[src/rtl/btn_pkg.sv]
// Shared button-interface constants: default widths and the button code map.
package btn_pkg;

    localparam int unsigned N_BTN = 5;
    localparam int unsigned ID_W  = 3;

    typedef enum logic [ID_W-1:0] {
        BTN_UP    = 3'd0,
        BTN_DOWN  = 3'd1,
        BTN_LEFT  = 3'd2,
        BTN_RIGHT = 3'd3,
        BTN_FIRE  = 3'd4
    } btn_e;

endpackage

[src/rtl/cmd_fifo.sv]
// Small synchronous command FIFO; overflowing pushes and empty pops are ignored.
module cmd_fifo #(
    parameter int unsigned DEPTH = 4,
    parameter int unsigned W     = 3,
    parameter int unsigned CNT_W = 3
) (
    input  logic             clk,
    input  logic             clr,
    input  logic             push,
    input  logic [W-1:0]     din,
    input  logic             pop,
    output logic [W-1:0]     dout,
    output logic [CNT_W-1:0] count
);

    localparam int unsigned AW = $clog2(DEPTH);

    logic [W-1:0]  mem [DEPTH];
    logic [AW-1:0] rd_ptr;
    logic [AW-1:0] wr_ptr;
    logic          do_push;
    logic          do_pop;

    always_comb begin
        do_push = push && (count != CNT_W'(DEPTH));
        do_pop  = pop && (count != '0);
    end

    always_ff @(posedge clk) begin
        if (clr) begin
            rd_ptr <= '0;
            wr_ptr <= '0;
            count  <= '0;
            for (int unsigned i = 0; i < DEPTH; i++) begin
                mem[i] <= '0;
            end
        end else begin
            if (do_push) begin
                mem[wr_ptr] <= din;
                wr_ptr      <= wr_ptr + AW'(1);
            end
            if (do_pop) begin
                rd_ptr <= rd_ptr + AW'(1);
            end
            if (do_push && !do_pop) begin
                count <= count + CNT_W'(1);
            end else if (do_pop && !do_push) begin
                count <= count - CNT_W'(1);
            end
        end
    end

    assign dout = mem[rd_ptr];

endmodule

[src/rtl/btn_cmd_arbiter.sv]
// Latches button press pulses as pending events and round-robin arbitrates
// them into a command FIFO presented over a valid/ready handshake.
module btn_cmd_arbiter #(
    parameter int unsigned N_BTN = btn_pkg::N_BTN,
    parameter int unsigned ID_W  = btn_pkg::ID_W,
    parameter int unsigned DEPTH = 4,
    parameter int unsigned CNT_W = 3
) (
    input  logic             clk,
    input  logic             clr,
    input  logic [N_BTN-1:0] pulse,
    input  logic             cmd_ready,
    output logic             cmd_valid,
    output logic [ID_W-1:0]  cmd_code,
    output logic             lost,
    input  logic             lost_clr,
    output logic [N_BTN-1:0] pending
);

    import btn_pkg::*;

    logic [ID_W-1:0]  rr;
    logic [ID_W-1:0]  rr_next;
    logic [ID_W-1:0]  gidx;
    logic             grant;
    logic [N_BTN-1:0] pending_next;
    logic             lost_set;
    logic [CNT_W-1:0] count;

    // Search from rr upward with wrap; only the registered pending vector is seen.
    always_comb begin
        int unsigned idx;
        logic        found;
        found = 1'b0;
        gidx  = '0;
        for (int unsigned k = 0; k < N_BTN; k++) begin
            idx = int'(rr) + k;
            if (idx >= N_BTN) begin
                idx = idx - N_BTN;
            end
            if (!found && pending[idx]) begin
                found = 1'b1;
                gidx  = ID_W'(idx);
            end
        end
        grant   = found && (count != CNT_W'(DEPTH));
        rr_next = rr;
        if (grant) begin
            rr_next = (gidx == ID_W'(N_BTN - 1)) ? '0 : gidx + ID_W'(1);
        end
    end

    always_comb begin
        logic granted_i;
        pending_next = pending;
        lost_set     = 1'b0;
        for (int unsigned i = 0; i < N_BTN; i++) begin
            granted_i = grant && (gidx == ID_W'(i));
            if (pulse[i]) begin
                pending_next[i] = 1'b1;
                if (pending[i] && !granted_i) begin
                    lost_set = 1'b1;
                end
            end else if (granted_i) begin
                pending_next[i] = 1'b0;
            end
        end
    end

    always_ff @(posedge clk) begin
        if (clr) begin
            pending <= '0;
            rr      <= '0;
            lost    <= 1'b0;
        end else begin
            pending <= pending_next;
            rr      <= rr_next;
            if (lost_set) begin
                lost <= 1'b1;
            end else if (lost_clr) begin
                lost <= 1'b0;
            end
        end
    end

    cmd_fifo #(
        .DEPTH (DEPTH),
        .W     (ID_W),
        .CNT_W (CNT_W)
    ) u_fifo (
        .clk   (clk),
        .clr   (clr),
        .push  (grant),
        .din   (gidx),
        .pop   (cmd_ready),
        .dout  (cmd_code),
        .count (count)
    );

    assign cmd_valid = (count != '0);

endmodule
[config.mk]
export PLATFORM = sky130hd
export DESIGN_NAME = btn_cmd_arbiter
export DESIGN_NICKNAME = d
export VERILOG_FILES = /design/src/rtl/btn_pkg.sv /design/src/rtl/cmd_fifo.sv /design/src/rtl/btn_cmd_arbiter.sv
export SDC_FILE = /design/constraint.sdc
export NUM_CORES = 1
export LEC_CHECK = 0
export ABC_AREA = 1
export CORE_UTILIZATION = 53
export DETAILED_ROUTE_END_ITERATION = 16
export PLACE_DENSITY_LB_ADDON = 0.12
export SYNTH_ARGS = -nofsm -noshare
export SYNTH_HDL_FRONTEND = slang
export SYNTH_SLANG_ARGS = --single-unit
[constraint.sdc]
create_clock -name clk -period 3.4 [get_ports clk]
set_input_delay 0.68 -clock clk [delete_from_list [all_inputs] [get_ports clk]]
set_output_delay 0.68 -clock clk [all_outputs]
set_load 0.01 [all_outputs]
==> results of run 1 <==
-- cell type report --
cell class,instances,area (um2),area share [%]
inverters,48,190,6.16
flip-flops and latches,30,727,23.6
clock buffers,6,82.6,2.68
repair buffers,41,377,12.2
well taps,50,62.6,2.03
multi-input cells,259,1630,53.0
clock inverters,2,12.5,0.406
-- per-layer routing --
layer	global-route usage (%)	vias to the layer above	share of wire [%]
met2	41.9	109	46
li1	-	1212	-
met3	4.77	19	6.6
met4	4.69	0	1.7
met1	37.6	1096	46
met5	0	-	0
-- cells in the final DEF, fill, tap and decap left out, types with 5 or more instances in the layout --
| master | n |
|---|---|
| dfxtp_1 | 15 |
| nand2_2 | 18 |
| clkdlybuf4s50_1 | 18 |
| o21ai_1 | 10 |
| clkbuf_8 | 6 |
| ha_1 | 11 |
| nand3_4 | 5 |
| inv_2 | 6 |
| nand3_2 | 7 |
| nor2_1 | 34 |
| a21oi_1 | 14 |
| nand2_1 | 69 |
| inv_1 | 37 |
| edfxtp_1 | 12 |
| buf_4 | 19 |
| o21ai_0 | 14 |
| nand3_1 | 32 |
-- cell families (layout without fill, tap and decap cells) --
group / Yosys count / after routing / synth area share, %
adders and majority gates: 18 / 18 / 9.88
xor gates and xnor gates: 1 / 1 / 0.372
DFF: 30 / 30 / 30.6
buffers and inverters: 51 / 97 / 8.61
AOI/OAI and AO/OA: 56 / 56 / 13.5
and+or+nand+nor: 184 / 184 / 37.0
-- worst max-delay path, delay by kind of cell (launching register included) --
| family | cells | cell delay [ns] |
|---|---|---|
| AND/OR/NAND/NOR | 9 | 0.87 |
| adder cells (fa/ha/maj) | 4 | 0.77 |
| flip-flops | 1 | 0.35 |
| buffers and inverters | 6 | 0.44 |
| AO/OA/AOI/OAI | 6 | 0.89 |
-- sequential cells by signal, summed over array words and instances (netlist names), named ones only --
signal,cells
lost,1
u_fifo.rd_ptr,2
rr,3
u_fifo.count,3
pending,5
u_fifo.mem,12
u_fifo.wr_ptr,2
-- metrics by stage --
stage | cells | setup TNS (ns) | area, um2
final | 436 | 0 | 3090
after global routing | 436 | -0.137 | 3090
after CTS | 422 | 0 | 2750
after detailed placement | 414 | -0.0176 | 2640
after global placement | 414 | -0.0541 | 2640
after floorplan | 340 | 0 | 2350
-- how the worst max path moves through the flow --
stage | from | to | slack (ns) | cells after the start
CTS | rr[1]$_SDFFE_PP0P_ | lost$_SDFFE_PP0P_ | 0.01 | 22
finish | rr[0]$_SDFFE_PP0P_ | lost$_SDFFE_PP0P_ | 0.008 | 25
global route | rr[0]$_SDFFE_PP0P_ | lost$_SDFFE_PP0P_ | -0.10 | 27
floorplan | rr[0]$_SDFFE_PP0P_ | lost$_SDFFE_PP0P_ | 0.16 | 26
global placement | rr[2]$_SDFFE_PP0P_ | lost$_SDFFE_PP0P_ | -0.05 | 23
detailed placement | rr[1]$_SDFFE_PP0P_ | lost$_SDFFE_PP0P_ | -0.02 | 23
-- what timing repair did --
action                                  in CTS  in global routing
endpoints found under the setup margin       1                 10
buffers inserted                             0                 14
pin swaps                                    0                 14
resized for setup                            3                 66
==> flow_summary.ini, run 1 <==
[layout]
fillers = 321
diodes = 0
drive_gt1_share_pct = 25.9
layout.nets = 412
area_delta_synth_final_pct = 31.0
fin_util_pct = 74.5

[die]
io_pins = 19
die_area_mm2 = 0.00471
rows = 23
die_w_um = 68.7
core-area_mm2 = 0.00414
start_util_pct = 56.8
die_y_um = 68.7

[clock_tree]
htreeDepth = 2
hold_buffers = 0
clkTransAtPathRegs_ns = 0.06
cts-root-buf = clkbuf_8
cts_tree = built
clock_sinks = 30
clkLatencyLatePin_ns = 0.28
cts.path.max_buffers = 2
cts_inserted_buffers = 5

[sta]
hold_viol_final = 0
setup_slack_ns = 0.00758
setup_viol = 0
maxSlewHeadroom_pct = 59.3
timing.final.crit_share_pct = 99.8
slew_violations = 0
max_freq_ghz = 0.295
tightest_slew_ns = 0.605
fin_worst_skew_ns = 0.00579
holdWs_ns = 0.472
period_needed_ns = 3.39

[synth]
yosys_warnings = 0
synth_top_area_share_pct = 15.3
ys.flop_type = dfxtp_1
yosysSeqAreaShare_pct = 30.6
synth.most_common_cell = nand2_1
yosysUniqueCellTypes = 35
synthCells = 340
syn-num-nets = 367
netlist_area_mm2 = 0.00235
synth.largest_area_cell = dfxtp_1
synth_seq_cells = 30
async_reset_ff_share_pct = 0
synth_commonest_cells = nand2_1, inv_1, nand3_1, nor2_1, o21ai_0
synth-edff-count = 12
synth_area_leaders = dfxtp_1, edfxtp_1, nand2_1, ha_1, nand3_1
avgSynthCellArea_um2 = 6.93

[placed_design]
place_ws_ns = -0.0176
dp_hpwl_um = 4430
io_buffers = 18
globalplace.congestion = 0.960

[route]
avgRoutedWirePerCell_um = 14.1
viasPerCell = 5.59
num_vias = 2436
final_antenna_net_count = 0
wirelength_um = 6130
first_pass_iters = 5
drc = 0
first_iter_violations = 150

[global_routing]
grt_antenna_before_repair = 0
grt.total_usage_pct = 26.5
grt.overflow.total = 0
grt_pass1_wl_um = 9090
grt_start_max_net_pins = 16
grt_pass1_vias = 1991

[worst_setup_path]
critical_path_required_ns = 3.60
critPathMaxStageDelay_ns = 0.35
cp_common_cell = ha_1
critical_path.max_fanout = 5
critical_path.startpoint_type = register
critPathSlowestCell = dfxtp_2
end_kind = register
critPathKind = reg2reg
reg2reg_slack_ns = 0.008
ff2ff_path_depth = 25
rr_endpoint = lost$_SDFFE_PP0P_
worst_ep_arrival_time_ns = 3.59
reg2reg_from = rr[0]$_SDFFE_PP0P_

[hold_path]
hp-start = u_fifo.rd_ptr[0]$_SDFFE_PP0P_
min_path_cells = 1
hold_path.class = reg2reg

[job]
maxCapViolCount = 0

[run_status]
status = finished clean
Power of run 1 is left out: the tool's default activity adds up to more than one toggle a clock period on the data nets, which glitch-free logic cannot reach.
==> run 2, diff against run 1 <==
- CORE_UTILIZATION: 53 -> 59
- clock period: 3.4 -> 3.3 ns (I/O delays scaled with it)
==> flow_summary.ini, run 2 (same netlist as run 1, synthesis figures left out) <==
[worst_setup_path]
critPathKind = reg2reg
critical_path.max_fanout = 7
cp_top_family = simple AND/OR/NAND/NOR gates
critical_path_required_ns = 3.47
critPathSlowestCell = dfxtp_4
path_buf_inv = 5
end_kind = register
worst_ep_arrival_time_ns = 3.89
critPathMaxStageDelay_ns = 0.37
critical_path.startpoint_type = register

[clock_tree]
htreeDepth = 2
cts_tree = built
cts.path.max_buffers = 2
cts_inserted_buffers = 5
clkLatencyLatePin_ns = 0.29
cts-root-buf = clkbuf_8
clock_sinks = 30
clkTransAtPathRegs_ns = 0.07

[layout]
fin_area_mm2 = 0.00327
largest_register_ffs = 12
fin_util_pct = 87.4
multi_input_comb_area_mm2 = 0.00175
regMostFlops = u_fifo.mem
top_regs = u_fifo.mem: 12 flops, pending: 5 flops
diodes = 0
fillers = 178
area.sequential_um2 = 724
final_common_cell = nand2_1
layout.nets = 415
final_cell_mix = nand2_1, inv_1, nor2_1
drive_gt1_share_pct = 30.8
area_delta_synth_final_pct = 39.0

[sta]
timing.final.crit_share_pct = 113
fin_worst_skew_ns = 0.00701
setup_tns_ns = -1.10
tightest_slew_ns = 0.555
hold_viol_final = 0
maxSlewHeadroom_pct = 62.7
setup_viol = 15
slew_violations = 0
period_needed_ns = 3.72
setup_slack_ns = -0.420
max_freq_ghz = 0.269

[run_status]
violations = negative setup slack
status = finished with violations

[route]
wirelength_um = 8720
final_antenna_net_count = 0
first_pass_iters = 6
viasPerCell = 6.52
num_vias = 2849
drc = 0
first_iter_violations = 431
avgRoutedWirePerCell_um = 20.0

[global_routing]
grt_pass1_vias = 2183
grt_start_max_net_pins = 14
grt_antenna_before_repair = 0
grt.overflow.total = 0
grt.total_usage_pct = 30.4
grt_pass1_wl_um = 9810

[placed_design]
globalplace.congestion = 0.895
dp_hpwl_um = 4630
postPlaceCellArea_mm2 = 0.00267
place_ws_ns = -0.151
io_buffers = 18

[die]
start_util_pct = 62.9
die_area_mm2 = 0.00425
rows = 22
io_pins = 19
die_w_um = 65.2
die_y_um = 65.2
core-area_mm2 = 0.00374

[hold_path]
hold_path.class = reg2reg

[job]
maxCapViolCount = 0
run 2: what timing repair did:
action | CTS | global route
hold buffers | 0 | 0
setup buffers | 0 | 13
pin swaps | 0 | 34
resized for setup | 7 | 89
endpoints found under the setup margin | 5 | 10
run 2: metrics by stage:
step,hold WS (ns),instances
floorplan,0.439,340
global placement,0.456,416
detailed placement,0.473,416
CTS,0.479,424
global route,0.527,437
finish,0.499,437
run 2: worst register-to-register path, delay by kind of cell (launching register included):
family	cells	cell delay (ns)
AOI/OAI and AO/OA	3	0.50
adders and majority gates	4	0.77
buffers and inverters	5	0.38
DFF	1	0.37
and+or+nand+nor	13	1.58
run 2: path summary, 6_finish.rpt:
| kind | end | slack, ns | start | cells after the start |
|---|---|---|---|---|
| setup / recovery | u_fifo.count[2]$_SDFFE_PP0P_ | -0.42 | rr[1]$_SDFFE_PP0P_ | 25 |
| hold / removal | u_fifo.wr_ptr[1]$_SDFFE_PP0P_ | 0.50 | u_fifo.wr_ptr[1]$_SDFFE_PP0P_ | 2 |
| setup reg to reg | u_fifo.count[2]$_SDFFE_PP0P_ | -0.42 | rr[1]$_SDFFE_PP0P_ | 25 |
| hold reg to reg | u_fifo.wr_ptr[1]$_SDFFE_PP0P_ | 0.50 | u_fifo.wr_ptr[1]$_SDFFE_PP0P_ | 2 |
run 2: cell type report:
type                       count  area share, %
tap                           48           1.83
inverter                      48           5.96
clock inverter                 3           1.95
sequential                    30           22.1
multi-input combinational    259           53.6
clock buffer                   5           2.10
timing repair buffer          44           12.4
run 2: per-layer routing:
layer / GRT usage, % / up-vias / wire, um
met5: 0 / - / 0
met4: 8.97 / 0 / 570
met3: 6.25 / 85 / 990
met2: 49.4 / 260 / 3990
met1: 40.7 / 1284 / 3170
li1: - / 1220 / -
Power of run 2 is left out for the same reason.
==> run 3, diff against run 2 <==
- CORE_UTILIZATION: 59 -> 60
- HOLD_SLACK_MARGIN: default -> 0.08
- SYNTH_HIERARCHICAL: default -> 1
==> flow_summary.ini, run 3 <==
[run_status]
status = finished with violations
violations = negative setup slack

[layout]
regMostFlops = u_fifo/mem
top_regs = u_fifo/mem: 12 flops, pending: 5 flops
largest_register_ffs = 12
area.sequential_um2 = 727
drive_gt1_share_pct = 31.7
multi_input_comb_area_mm2 = 0.00190
layout.nets = 458
diodes = 0
final_common_cell = nand2_1
final_cell_mix = nand2_1, inv_1, nand3_1
fillers = 236
area_delta_synth_final_pct = 30.8
fin_area_mm2 = 0.00350

[route]
viasPerCell = 5.91
avgRoutedWirePerCell_um = 15.8
first_iter_violations = 288
first_pass_iters = 5
drc = 0
num_vias = 2848
wirelength_um = 7600
final_antenna_net_count = 0

[die]
die_area_mm2 = 0.00473
die_y_um = 68.8
rows = 23
start_util_pct = 64.6
io_pins = 19
core-area_mm2 = 0.00414
die_w_um = 68.8

[global_routing]
grt_pass1_wl_um = 10200
grt.overflow.total = 0
grt.total_usage_pct = 29.6
grt_antenna_before_repair = 0
grt_start_max_net_pins = 17
grt_pass1_vias = 2290

[synth]
async_reset_ff_share_pct = 0
synth.largest_area_cell = dfxtp_1
syn-num-nets = 404
synth_commonest_cells = nand2_1, inv_1, nand3_1, nor2_1, nand2_2
synthCells = 377
ys.flop_type = dfxtp_1
yosysUniqueCellTypes = 36
synth_top_area_share_pct = 13.5
synth.most_common_cell = nand2_1
synth_seq_cells = 30
synth_area_leaders = dfxtp_1, edfxtp_1, nand2_1, nand3_1, ha_1
synth-edff-count = 12
yosys_warnings = 6
avgSynthCellArea_um2 = 7.10
netlist_area_mm2 = 0.00268
yosysSeqAreaShare_pct = 26.9

[worst_setup_path]
cp_top_family = simple AND/OR/NAND/NOR gates
critPathSlowestCell = dfxtp_4
rr_endpoint = lost$_SDFFE_PP0P_
reg2reg_slack_ns = -0.02
reg2reg_from = rr[1]$_SDFFE_PP0P_
worst_ep_arrival_time_ns = 3.50
path_buf_inv = 5
critPathKind = reg2reg
end_kind = register
ff2ff_path_depth = 25
critical_path.startpoint_type = register
critPathMaxStageDelay_ns = 0.44
critical_path_required_ns = 3.47
critical_path.max_fanout = 8

[placed_design]
dp_hpwl_um = 4790
globalplace.congestion = 0.919
postPlaceCellArea_mm2 = 0.00299
io_buffers = 18

[sta]
maxSlewHeadroom_pct = 69.4
slew_violations = 0
setup_slack_ns = -0.0217
setup_viol = 1
timing.final.crit_share_pct = 101
hold_viol_final = 0
fin_worst_skew_ns = 0.00736
period_needed_ns = 3.32
max_freq_ghz = 0.301
tightest_slew_ns = 0.454

[clock_tree]
cts-root-buf = clkbuf_8
clkTransAtPathRegs_ns = 0.07
clock_sinks = 30
clkLatencyLatePin_ns = 0.29
htreeDepth = 2
cts_inserted_buffers = 5
cts_tree = built
cts.path.max_buffers = 2

[job]
maxCapViolCount = 0

[hold_path]
hold_path.class = reg2reg
hp-start = u_fifo/rd_ptr[0]$_SDFFE_PP0P_
min_path_cells = 2
[run 3: per-stage QoR]
step / util, % / setup TNS (ns) / setup WS (ns) / cells / hold slack [ns]
floorplan: - / -0.000331 / -0.000331 / 377 / 0.459
global placement: 72.2 / -0.00324 / -0.00324 / 455 / 0.494
detailed placement: 72.2 / -0.173 / -0.0879 / 455 / 0.496
CTS: 76.5 / 0 / 0.0130 / 465 / 0.510
global route: 84.4 / -0.321 / -0.155 / 482 / 0.551
finish: 84.4 / -0.0217 / -0.0217 / 482 / 0.529
[run 3: area by class of cell]
class / count / area share, %
flip-flops and latches: 30 / 20.8
clock buffers: 5 / 1.97
clock inverters: 3 / 1.82
multi-input cells: 284 / 54.2
repair buffers: 50 / 12.6
well taps: 50 / 1.79
inverters: 60 / 6.87
[run 3: what timing repair did]
action                                  CTS  global route
setup buffers                             2            17
endpoints found under the setup margin    4             4
pin swaps                                 2            20
hold buffers                              0             0
resized for setup                         7            46
[run 3: logic make-up after synthesis]
group | share of synthesized area, %
compound gates | 9.87
xor+xnor | 1.22
buf+inv | 9.49
fa+ha+maj | 8.70
flops | 26.9
simple gates | 43.8
[run 3: worst reg2reg max path: cells and delay by family (launching register included)]
kind | cells | cell delay (ns)
AND/OR/NAND/NOR | 15 | 1.46
flip-flops | 1 | 0.44
adder cells (fa/ha/maj) | 4 | 0.72
buffers and inverters | 5 | 0.43
AO/OA/AOI/OAI | 1 | 0.19
[run 3: how the worst max path moves through the flow]
stage | from | endpoint | slack, ns | depth (start not counted)
2_1_floorplan | rr[0]$_SDFFE_PP0P_ | u_fifo/count[1]$_SDFFE_PP0P_ | -0.0003 | 23
3_3_place_gp | rr[1]$_SDFFE_PP0P_ | u_fifo/count[2]$_SDFFE_PP0P_ | -0.003 | 24
3_5_place_dp | rr[1]$_SDFFE_PP0P_ | u_fifo/count[2]$_SDFFE_PP0P_ | -0.09 | 25
4_1_cts | rr[1]$_SDFFE_PP0P_ | u_fifo/count[1]$_SDFFE_PP0P_ | 0.01 | 21
5_1_grt | rr[0]$_SDFFE_PP0P_ | lost$_SDFFE_PP0P_ | -0.15 | 26
6_report | rr[1]$_SDFFE_PP0P_ | lost$_SDFFE_PP0P_ | -0.02 | 25
[run 3: routing by layer]
| metal | routed length, um | global-route usage, % | up-vias |
|---|---|---|---|
| met5 | 0 | 0 | - |
| met4 | 238 | 7.65 | 0 |
| met3 | 576 | 5.92 | 34 |
| met2 | 3600 | 49.4 | 156 |
| met1 | 3190 | 39.0 | 1314 |
| li1 | - | - | 1344 |
Power of run 3 is left out for the same reason.
